<file path="config.mk">
export PLATFORM = sky130hd
export DESIGN_NAME = iir_sample_feeder
export DESIGN_NICKNAME = d
export VERILOG_FILES = /design/src/rtl/iir_sample_feeder.sv
export SDC_FILE = /design/constraint.sdc
export NUM_CORES = 1
export LEC_CHECK = 0
export CAP_MARGIN = 25
export CORE_MARGIN = 4
export CORE_UTILIZATION = 51
export CTS_BUF_LIST = sky130_fd_sc_hd__clkbuf_4 sky130_fd_sc_hd__clkbuf_8
export DETAILED_ROUTE_END_ITERATION = 12
export GPL_TIMING_DRIVEN = 1
export HOLD_SLACK_MARGIN = 0.05
export PLACE_DENSITY = 0.82
export SLEW_MARGIN = 20
export SYNTH_ARGS = -nofsm -noshare
export SYNTH_HDL_FRONTEND = slang
export SYNTH_SLANG_ARGS = --single-unit
</file>
<file path="constraint.sdc">
create_clock -name clk -period 2.9 [get_ports clk]
set_clock_uncertainty 0.1 [all_clocks]
set_input_delay 0.58 -clock clk [delete_from_list [all_inputs] [get_ports clk]]
set_output_delay 0.58 -clock clk [all_outputs]
set_load 0.02 [all_outputs]
</file>
<file path="src/rtl/iir_sample_feeder.sv">
// Streams N samples from a ROM into an IIR filter input, then waits for the
// filter to drain (bounded by DRAIN_TIMEOUT) before pulsing done.
module iir_sample_feeder #(
   parameter int GAP           = 0,
   parameter int DRAIN_TIMEOUT = 64
) (
   input  logic               clk,
   input  logic               rst,
   input  logic               start,
   input  logic               abort,
   input  logic [11:0]        num_samples,
   output logic [10:0]        mem_addr,
   output logic               mem_rd_en,
   input  logic signed [23:0] mem_rd_data,
   output logic signed [23:0] data_in,
   output logic               data_in_valid,
   input  logic               filter_done,
   output logic               busy,
   output logic               done,
   output logic               timeout
);

   typedef enum logic [2:0] {
      S_IDLE,
      S_READ,
      S_CAPTURE,
      S_GAP_WAIT,
      S_DRAIN,
      S_FINISH
   } state_t;

   state_t             r_state;
   state_t             w_next;
   logic [11:0]        r_cnt;
   logic [11:0]        r_n;
   logic [15:0]        r_wait;
   logic signed [23:0] r_data;
   logic               r_valid;
   logic               r_timeout;

   logic               w_accept;
   logic               w_capture;
   logic               w_wait_clr;
   logic               w_set_to;
   logic               w_last;
   logic [11:0]        w_n_clamp;

   assign w_n_clamp = (num_samples > 12'd2048) ? 12'd2048 : num_samples;
   assign w_last    = ((r_cnt + 12'd1) == r_n);

   always_ff @(posedge clk or posedge rst) begin
      if (rst) r_state <= S_IDLE;
      else     r_state <= w_next;
   end

   always_comb begin
      w_next     = r_state;
      w_accept   = 1'b0;
      w_capture  = 1'b0;
      w_wait_clr = 1'b0;
      w_set_to   = 1'b0;
      mem_rd_en  = 1'b0;
      mem_addr   = 11'd0;
      busy       = (r_state != S_IDLE);
      done       = (r_state == S_FINISH);
      case (r_state)
         S_IDLE: begin
            if (start) begin
               w_accept = 1'b1;
               w_next   = (num_samples == 12'd0) ? S_FINISH : S_READ;
            end
         end
         S_READ: begin
            mem_rd_en = 1'b1;
            mem_addr  = r_cnt[10:0];
            w_next    = S_CAPTURE;
         end
         S_CAPTURE: begin
            w_capture = 1'b1;
            if (w_last) begin
               w_next     = S_DRAIN;
               w_wait_clr = 1'b1;
            end else if (GAP > 0) begin
               w_next     = S_GAP_WAIT;
               w_wait_clr = 1'b1;
            end else begin
               w_next     = S_READ;
            end
         end
         S_GAP_WAIT: begin
            if (r_wait == 16'(GAP - 1)) w_next = S_READ;
         end
         S_DRAIN: begin
            if (filter_done) begin
               w_next = S_FINISH;
            end else if (r_wait == 16'(DRAIN_TIMEOUT - 1)) begin
               w_next   = S_FINISH;
               w_set_to = 1'b1;
            end
         end
         S_FINISH: w_next = S_IDLE;
         default:  w_next = S_IDLE;
      endcase
      // Abort beats filter_done, timeout and a pending capture alike.
      if (abort && (r_state != S_IDLE)) begin
         w_next     = S_IDLE;
         w_capture  = 1'b0;
         w_wait_clr = 1'b0;
         w_set_to   = 1'b0;
      end
   end

   always_ff @(posedge clk or posedge rst) begin
      if (rst) begin
         r_cnt     <= 12'd0;
         r_n       <= 12'd0;
         r_wait    <= 16'd0;
         r_data    <= 24'sd0;
         r_valid   <= 1'b0;
         r_timeout <= 1'b0;
      end else begin
         r_valid <= w_capture;
         r_wait  <= w_wait_clr ? 16'd0 : (r_wait + 16'd1);
         if (w_capture) begin
            r_data <= mem_rd_data;
            r_cnt  <= r_cnt + 12'd1;
         end
         if (w_accept) begin
            r_n       <= w_n_clamp;
            r_cnt     <= 12'd0;
            r_timeout <= 1'b0;
         end
         if (w_set_to) r_timeout <= 1'b1;
      end
   end

   assign data_in       = r_data;
   assign data_in_valid = r_valid;
   assign timeout       = r_timeout;

endmodule

</file>
==> run_results.csv <==
group,metric,value,unit
outcome,outcome,"finished, final reports clean",
power_and_ir_drop,p_per_area,939,nW/um^2
sta,min_period,2.68,ns
sta,fin_ws,0.224,ns
sta,slew_headroom,54.9,%
hold_path,hold_class,"reg2reg",
worst_setup_path,slowest_delay,0.60,ns
synth,syn_area,3380,um^2
place,placed_cells,521,
place,place_congestion,0.895,
clock_tree,clock_sinks,69,
synth,synth_warnings,0,
place,dp_hpwl,5990,um
global_routing,grt.total_usage,22.9,%
clock_tree,clk_path_buf_depth,2,
worst_setup_path,startpoint_type,"flop",
finish,syn_to_final_growth,34.4,%
synth,synthFlopType,"dfrtp_1",
route,vias,2925,
sta,finalSetupTns,0,ns
finish,finalInstanceArea,4540,um^2
worst_setup_path,critPathKind,"reg2out",
route,drtIter0Drc,123,
floorplan,num_rows,29,
global_routing,grt_pass1_wl,13700,um
finish,drive_gt1_share,6.09,%
clock_tree,insertion_delay,0.35,ns
worst_setup_path,timing.critical_path.arrival,2.00,ns
clock_tree,cts_root_buffer,"clkbuf_8",
route,drc,0,
synth,synthCells,372,
synth,yosysSeqAreaShare,51.1,%
sta,max_freq,0.374,GHz
sta,maxSlewViolCount,0,
finish,fin_cells,537,
global_routing,antenna_found_initial,0,
clock_tree,postCtsSetupBuffers,0,
synth,yosysUniqueCellTypes,40,
clock_tree,cts_tree,"built",
power_and_ir_drop,leakage,2.02,nW
route,ant_nets,0,
clock_tree,cts_htree_levels,3,
clock_tree,cts.clk_slew.worst_paths,0.08,ns
floorplan,die_y,89.4,um
sta,hold_viol,0,
place,pre_cts_ws,0.189,ns
floorplan,ios,81,
clock_tree,cts_buffers,9,
global_routing,grt_max_degree,50,
place,io_buffers,80,
synth,synth_nets,416,
clock_tree,ctsResizeCount,0,
synth,ys_ff_latch,69,
worst_setup_path,endpoint_kind,"output port",
synth,ys_async_sr_fraction,100,%
worst_setup_path,worst-path-max-fanout,12,
finish,antenna_cells_inserted,0,
floorplan,die_area,7990,um^2
sta,whs,0.379,ns
clock_tree,cts_hold_buf,0,
synth,postSynthAreaPerCell,9.08,um^2
route,drt-total-wl,8370,um
worst_setup_path,crit_chain,"inv_1 -> nor3_1 -> buf_4 -> and2_1 -> clkdlybuf4s50_1",
sta,setup_violations,0,
finish,nNetsFinal,499,
power_and_ir_drop,ir_drop,0.619,mV
synth,synth_edf_count,0,
route,wl_per_cell,15.6,um
power_and_ir_drop,total_power,4.27,mW
worst_setup_path,required,2.22,ns
floorplan,coreArea,6390,um^2
sta,rsz0062_at_grt,"no",
floorplan,die_width,89.4,um
global_routing,grt_pass1_vias,2804,
worst_setup_path,cpMaxStageDelayCell,"clkdlybuf4s50_1",
floorplan,start_util,52.9,%
route,avgViaCountPerCell,5.45,
flow_run,max-cap-violations,0,
route,dr.pass1.iters,5,
place,place_area,4280,um^2
global_routing,grt_overflow_total,0,
sta,period_share,92.3,%
finish,finish.utilization,71.1,%
sta,worst_pin_slew,0.676,ns
[state kept, by name, indices dropped and copies added, names as in the netlist]
name,count
r_n,12
r_state,3
r_wait,16
timeout,1
r_cnt,12
data_in_valid,1
data_in,24
[cells by family (layout without fill, tap and decap cells)]
| kind of cell | count (synthesis) | in the layout | synth area share [%] |
|---|---|---|---|
| fa+ha+maj | 3 | 3 | 1.11 |
| flops | 69 | 69 | 51.1 |
| xor+xnor | 32 | 32 | 8.29 |
| mux | 1 | 1 | 0.333 |
| buf+inv | 22 | 110 | 2.81 |
| simple gates | 193 | 193 | 26.3 |
| compound gates | 52 | 52 | 10.0 |
[synthesized netlist by cell type, types with 2 or more instances]
master	n	share of area (%)
o21ai_0	21	3.1
xnor2_1	16	4.1
o31ai_1	5	1.1
a21oi_1	6	0.89
a22o_1	9	2.3
and3_1	2	0.37
or4_1	2	0.44
ha_1	3	1.1
clkbuf_1	10	1.1
nand2_1	97	11
xor2_1	16	4.1
nor3_1	10	1.5
and2_1	14	2.6
nor2b_1	2	0.37
dfrtp_1	69	51
o22ai_1	2	0.37
nand4_1	4	0.74
nand3_1	15	2.2
and4_1	2	0.52
nor4_1	5	0.93
o2111ai_1	2	0.52
nand2b_1	3	0.56
or3_1	2	0.37
nor2_1	31	3.4
inv_1	6	0.67
buf_2	4	0.59
[placed cells by master, fill, tap and decap left out, drive strengths merged, types with 2 or more instances in the layout]
cell type / n
nor4: 6
clkdlybuf4s50: 80
and3: 2
nand3: 15
ha: 3
buf: 8
or4: 2
o31ai: 5
xnor2: 16
inv: 6
nor3: 10
bufinv: 4
xor2: 16
and4: 3
o22ai: 2
or3: 2
a21oi: 6
nand2: 97
o21ai: 21
clkinvlp: 2
nand2b: 3
and2: 14
nand4: 4
nor2: 31
dfrtp: 69
o2111ai: 2
nor2b: 2
clkbuf: 10
a22o: 9
[worst paths after layout]
path / start / slack, ns / end / depth (start not counted)
setup / recovery: r_state[0] / 0.22 / mem_addr[10] / 5
hold / removal: data_in[13] / 0.38 / data_in[13] / 2
setup reg to reg: r_cnt[1] / 0.27 / r_wait[4] / 8
hold reg to reg: data_in[13] / 0.38 / data_in[13] / 2
max in group asynchronous: rst / 1.63 / r_wait[2] / 3
min in group asynchronous: rst / 0.45 / data_in[7] / 2
[report_power, final]
part | switching [mW] | internal [mW]
Sequential | 0.314 | 1.33
Clock | 0.366 | 0.668
Combinational | 0.838 | 0.750
[final cells by class]
| type | instances | area [um^2] |
|---|---|---|
| Fill cell | 476 | 1840 |
| Sequential cell | 69 | 1730 |
| Multi-Input combinational cell | 281 | 1560 |
| Timing Repair Buffer | 88 | 873 |
| Clock inverter | 6 | 135 |
| Clock buffer | 10 | 131 |
| Tap cell | 77 | 96.3 |
| Inverter | 6 | 22.5 |
[worst max-delay path: cells and delay by family, from the launching register on]
kind / cells / cell delay (ns)
buffers and inverters: 3 / 0.91
DFF: 1 / 0.45
and+or+nand+nor: 2 / 0.29
[layer usage]
layer | global-route usage [%] | vias to the layer above | wire, um
met1 | 30.1 | 1385 | 3480
li1 | - | 1423 | -
met4 | 8.39 | 0 | 139
met3 | 5.81 | 18 | 573
met5 | 0 | - | 0
met2 | 36.6 | 99 | 4170
Power figures use the tool's default switching activity.
